<file path="config.mk">
export PLATFORM = sky130hd
export DESIGN_NAME = freq_meter_ctrl
export DESIGN_NICKNAME = d
export VERILOG_FILES = /design/src/rtl/freq_meter_ctrl.sv
export SDC_FILE = /design/constraint.sdc
export NUM_CORES = 1
export LEC_CHECK = 0
export CAP_MARGIN = 15
export CORE_MARGIN = 2
export CORE_UTILIZATION = 54
export DETAILED_ROUTE_END_ITERATION = 10
export PLACE_DENSITY = 0.85
export SYNTH_ARGS = -nofsm -noshare
export SYNTH_HDL_FRONTEND = slang
export SYNTH_SLANG_ARGS = --single-unit
</file>
<file path="constraint.sdc">
create_clock -name clk -period 3 [get_ports clk]
set_input_delay 0.3 -clock clk [delete_from_list [all_inputs] [get_ports clk]]
set_output_delay 0.3 -clock clk [all_outputs]
set_load 0.1 [all_outputs]
</file>
<file path="src/rtl/freq_meter_ctrl.sv">
// freq_meter_ctrl
//   Measurement sequencer for the frequency-meter datapath. Runs
//   CLEAR -> GATE -> SETTLE -> LOCK measurements back-to-back while run is
//   high, and tracks BCD-counter overflow across each gate window.
//
// Parameters
//   GATE_CYCLES : gate window length in clk cycles (>= 1)
//   GAP_CYCLES  : settle cycles between gate close and lock (>= 1)
//   CNT_W       : timer width, 2**CNT_W >= max(GATE_CYCLES, GAP_CYCLES)
//
// Ports
//   clk     in  : system clock, rising edge
//   reset   in  : synchronous active-high reset
//   run     in  : 1 = measure continuously, 0 = stop after current measurement
//   ovf_in  in  : carry out of the 4-digit BCD counter
//   cnt_clr out : one-cycle BCD counter clear
//   cnt_en  out : gate / count enable, GATE_CYCLES cycles per measurement
//   lock    out : one-cycle display-latch load pulse
//   over    out : over-range flag for the most recently latched value
//   busy    out : high whenever the sequencer is not idle
module freq_meter_ctrl #(
    parameter int unsigned GATE_CYCLES = 50_000_000,
    parameter int unsigned GAP_CYCLES  = 2,
    parameter int unsigned CNT_W       = 26
) (
    input  logic clk,
    input  logic reset,
    input  logic run,
    input  logic ovf_in,
    output logic cnt_clr,
    output logic cnt_en,
    output logic lock,
    output logic over,
    output logic busy
);

    typedef enum logic [2:0] {
        IDLE,
        CLEAR,
        GATE,
        SETTLE,
        LOCK
    } state_t;

    localparam logic [CNT_W-1:0] GATE_LAST = CNT_W'(GATE_CYCLES - 1);
    localparam logic [CNT_W-1:0] GAP_LAST  = CNT_W'(GAP_CYCLES - 1);

    state_t           state;
    state_t           state_next;
    logic [CNT_W-1:0] timer;
    logic [CNT_W-1:0] timer_next;
    logic             sticky;
    logic             sticky_next;

    // Next-state, timer and overflow-sticky logic. The timer is zeroed on
    // every state transition so it never wraps.
    always_comb begin
        state_next  = state;
        timer_next  = timer;
        sticky_next = sticky;
        case (state)
            IDLE: begin
                timer_next = '0;
                if (run) begin
                    state_next = CLEAR;
                end
            end
            CLEAR: begin
                timer_next  = '0;
                sticky_next = 1'b0;
                state_next  = GATE;
            end
            GATE: begin
                if (ovf_in) begin
                    sticky_next = 1'b1;
                end
                if (timer == GATE_LAST) begin
                    timer_next = '0;
                    state_next = SETTLE;
                end else begin
                    timer_next = timer + CNT_W'(1);
                end
            end
            SETTLE: begin
                if (ovf_in) begin
                    sticky_next = 1'b1;
                end
                if (timer == GAP_LAST) begin
                    timer_next = '0;
                    state_next = LOCK;
                end else begin
                    timer_next = timer + CNT_W'(1);
                end
            end
            LOCK: begin
                timer_next = '0;
                state_next = run ? CLEAR : IDLE;
            end
            default: begin
                timer_next  = '0;
                sticky_next = 1'b0;
                state_next  = IDLE;
            end
        endcase
    end

    // State register. Outputs are registered by decoding the next state, so
    // each output is high during exactly the cycles its state is occupied.
    always_ff @(posedge clk) begin
        if (reset) begin
            state   <= IDLE;
            timer   <= '0;
            sticky  <= 1'b0;
            cnt_clr <= 1'b0;
            cnt_en  <= 1'b0;
            lock    <= 1'b0;
            busy    <= 1'b0;
            over    <= 1'b0;
        end else begin
            state   <= state_next;
            timer   <= timer_next;
            sticky  <= sticky_next;
            cnt_clr <= (state_next == CLEAR);
            cnt_en  <= (state_next == GATE);
            lock    <= (state_next == LOCK);
            busy    <= (state_next != IDLE);
            // Overflow result is published on the edge that ends LOCK.
            if (state == LOCK) begin
                over <= sticky;
            end
        end
    end

endmodule

</file>
### Yosys cells after proc, flatten, opt, wreduce, memory -nomap -nowiden

Index checks and enable logic that the tools add are counted.

* add/subtract/negate cells: 1
* equality and inequality tests: 10
* muxes and demuxes: 10
* bitwise gates (word level): 1
* reduce and logical (&&, ||, !) cells: 5

Operator list (number)
* $mux 26: 2
* $pmux 26 s2: 1
* $add 26x1->26 const B: 1
* $eq 26x1->1 const B: 1
* $eq 26x26->1 const B: 1
* $pmux 3 s5: 1
* $eq 3x2->1 const B: 3
* $mux 3: 3
* $eq 3x1->1 const B: 2
* $eq 3x3->1 const B: 2
* $reduce_or 2->1: 2
* $logic_not 3->1: 1
* $reduce_bool 3->1: 1
* $mux 1: 2
* $ne 2x1->1 const B: 1
* $pmux 1 s2: 1
* $reduce_and 2->1: 1
* $not 1->1: 1

* flip-flop bits (word level): 35
* input port bits: 4
* word-level logic and storage cells: 35

### Logic depth before layout (Yosys ltp)

* depth in word-level cells: 4
* mapped depth: 7
* mapped depth without buffers: 6

### Least setup slack after synthesis

Ideal clock, no wire load.

* path kind: register to register
* from: register timer[4]
* to: register timer[21]
* setup time: 80 ps
* arrival: 1930 ps
* data required time: 2920 ps
* setup slack: 991 ps
* stages on the path, launching flop included: 7
* path buffers: 2
* clock period less this slack: 2009 ps
* cells stage by stage: dfxtp_1 buf_2 nand3_2 or4_4 buf_6 or4_1 a211oi_2

* longest elaborated chain between the ends: 3

Ends and longest elaborated chain
* start: declaration: RTL line 50 `logic [CNT_W-1:0] timer;`
* start signal: assignment: RTL line 121 `timer <= timer_next;`
* $add 26x1->26 (tied with other cells): RTL line 81, 92
* $mux 26 (on tied branches): RTL line 88, 77
* $pmux 26 s2 *: RTL line 61 `case (state)`

Mark *: on every way between the ends. The rest lies on a longest branch, timed or not.
A chain may end at the register's enable or synchronous reset.

### Final worst setup path

* from: register timer[0]
* to: register timer[9]

The elaborated chain is that of the path after synthesis.

==> qor.yml <==
intPower_uw: 576
endpoint_kind: "flip-flop"
wl_met3_um: 143
hold_path_class: "flip-flop to flip-flop"
ys_types: 41
hold_viol_final: 0
first_pass_iters: 6
root_buffer: "clkbuf_4"
insertion_delay_ps: 340
synth_edf_count: 0
cts_resized: 0
tns_ps: 0
drive_gt1_share_pct: 7.43
synth_common_cells: "dfxtp_1, nor3_1, nand2_1, xnor2_1"
holdPathStages: 2
grt-ovfl-total: 0
syn_nets: 203
critPathRequiredTime_ps: 3230
p_leak_nw: 0.522
clock_path_buffers: 2
skew_ps: 6.68
io_buffers: 8
r2r_cells: 6
outcome: "finished, final reports clean"
routed_wl_um: 3400
peakVddDrop_v: 0.000285
ys_ff_latch: 35
numCtsBuffers: 5
switching_power_uw: 201
ys_top_cells_by_area: "dfxtp_1, xnor2_1, nor3_1, a211oi_1, nand4_1"
path_class: "flip-flop to flip-flop"
gp_congestion: 0.963
avgSynthCellArea_um2: 8.66
fmax_ghz: 0.447
post_cts_buffers: 0
track_usage_pct: 21.9
critPathBufInv: 1
maxCapViolCount: 0
ys_seq_area_share_pct: 41.1
cp_cell_sequence: "ha_1, nor4b_1, nand3_1, nor3_2, buf_4, nor3_1"
die_w_um: 60.2
via_count: 1488
yosysWarnings: 0
crit_family: "simple AND/OR/NAND/NOR gates"
antenna_found_initial: 0
area.growth.synth_to_final_pct: 8.00
wl_met1_um: 1580
drc: 0
place_ws_ps: 842
wl_met2_um: 1560
cts_tree: "yes"
antenna_cells: 0
clkSlewWorstSetupHoldPaths_ps: 100
pwr-share-comb_pct: 9.2
coreArea_um2: 3030
die_height_um: 60.2
die_area_um2: 3620
slew_headroom_pct: 35.5
powerDensity_nw_per_um2: 422
std_cell_rows: 20
yosysMostFrequentCell: "dfxtp_1"
yosysTopAreaCellShare_pct: 41.1
htree_levels: 2
synth_area_um2: 1710
finalSetupViolCount: 0
drt_iter0_drc: 44
yosys.area.top_type: "dfxtp_1"
report.final.slew_viol_count: 0
cp_slowest_stage_delay_ps: 470
crit_path_top_delay_cell: "nor4b_1"
worst_slack_ps: 765
viasPerCell: 6.05
detail_route.wl_per_cell_um: 13.8
critPathArrivalTime_ps: 2460
start_util_pct: 56.3
swShare_pct: 25.9
worst_slew_pin_slew_ps: 964
path_max_fanout: 22
place_hpwl_um: 2340
top_layer: "met4"
p_seq_share_pct: 61.4
critical_path_depth: 6
nFillCells: 273
netlist_instances: 197
ios: 9
ant_nets: 0
dominantRegCellSynth: "dfxtp_1"
grt_pass1_vias: 1353
grt_pass1_wl_um: 5860
ctsHoldBuffers: 0
clkPwrFrac_pct: 29.4
async_flop_share_pct: 0
nNetsFinal: 209
min_period_ps: 2230
grt_max_degree: 27
rsz0062_at_grt: "false"
startpoint_type: "flip-flop"
fin_crit_sh_pct: 74.5
clock-sinks: 35
[final cells by class]
class / instances / area, um2 / area share, %
Multi-Input combinational cell: 142 / 916 / 49.7
Inverter: 9 / 33.8 / 1.83
Clock buffer: 6 / 41.3 / 2.24
Sequential cell: 35 / 701 / 38.0
Timing Repair Buffer: 10 / 95.1 / 5.16
Tap cell: 44 / 55.1 / 2.99
[final timing paths]
kind / from / slack [ps] / end
worst max register to register: timer[0]$_SDFF_PP0_ / 770 / timer[9]$_SDFF_PP0_
worst max-delay path: timer[0]$_SDFF_PP0_ / 770 / timer[9]$_SDFF_PP0_
worst min-delay path: sticky$_SDFFE_PP0P_ / 470 / over$_SDFFE_PP0N_
worst min register to register: sticky$_SDFFE_PP0P_ / 470 / over$_SDFFE_PP0N_
[power groups by stage]
stage               clock network [mW]  logic, mW  registers (mW)
finish                           0.229     0.0712           0.477
global route                     0.255     0.0775           0.478
CTS                              0.235     0.0716           0.477
detailed placement                   0     0.0713           0.488
global placement                     0     0.0705           0.487
floorplan                            0     0.0260           0.515
[metrics by stage]
| stage | hold WS [ps] | util [%] | cells | cell area (um2) | power [mW] |
|---|---|---|---|---|---|
| floorplan | 440 | - | 197 | 1710 | 0.541 |
| CTS | 471 | 60.8 | 246 | 1840 | 0.783 |
| finish | 466 | 60.8 | 246 | 1840 | 0.777 |
| detailed placement | 466 | 59.5 | 240 | 1800 | 0.559 |
| global route | 504 | 60.8 | 246 | 1840 | 0.810 |
| global placement | 444 | 59.5 | 240 | 1800 | 0.558 |
[metal layers]
layer	up-vias	track usage [%]
met1	696	27.8
met3	14	5.84
li1	745	-
met4	0	12.4
met2	33	33.4
met5	-	0
[layout by cell type (no fill, tap or decap), drive strengths merged, types with 5 or more instances in the layout]
cell and instances:
dfxtp 35, nor3 20, nand2 13, nand4 12
xnor2 11, a211oi 11, nor4 10, nand3 10
inv 9, o21ai 8, clkdlybuf4s50 8, or3 7
clkbuf 6, nor2 5, or4 5
[worst register-to-register path, cell delays in order (launching register included)]
cell     delay, ps
dfxtp_1        420
ha_1           200
nor4b_1        470
nand3_1        190
nor3_2         400
buf_4          340
nor3_1         100
[sequential cells by signal (all words and copies together) (netlist names)]
| name | count |
|---|---|
| cnt_en | 1 |
| lock | 1 |
| state | 3 |
| busy | 1 |
| over | 1 |
| cnt_clr | 1 |
| sticky | 1 |
| timer | 26 |
[cell families after synthesis]
group | count (synthesis) | synth area share (%)
AND/OR/NAND/NOR | 95 | 32.6
flip-flops | 35 | 41.1
adder cells (fa/ha/maj) | 2 | 1.47
AO/OA/AOI/OAI | 31 | 12.4
buffers and inverters | 20 | 5.21
XOR/XNOR | 14 | 7.19
Note: power is estimated with default switching activity, not from simulation.
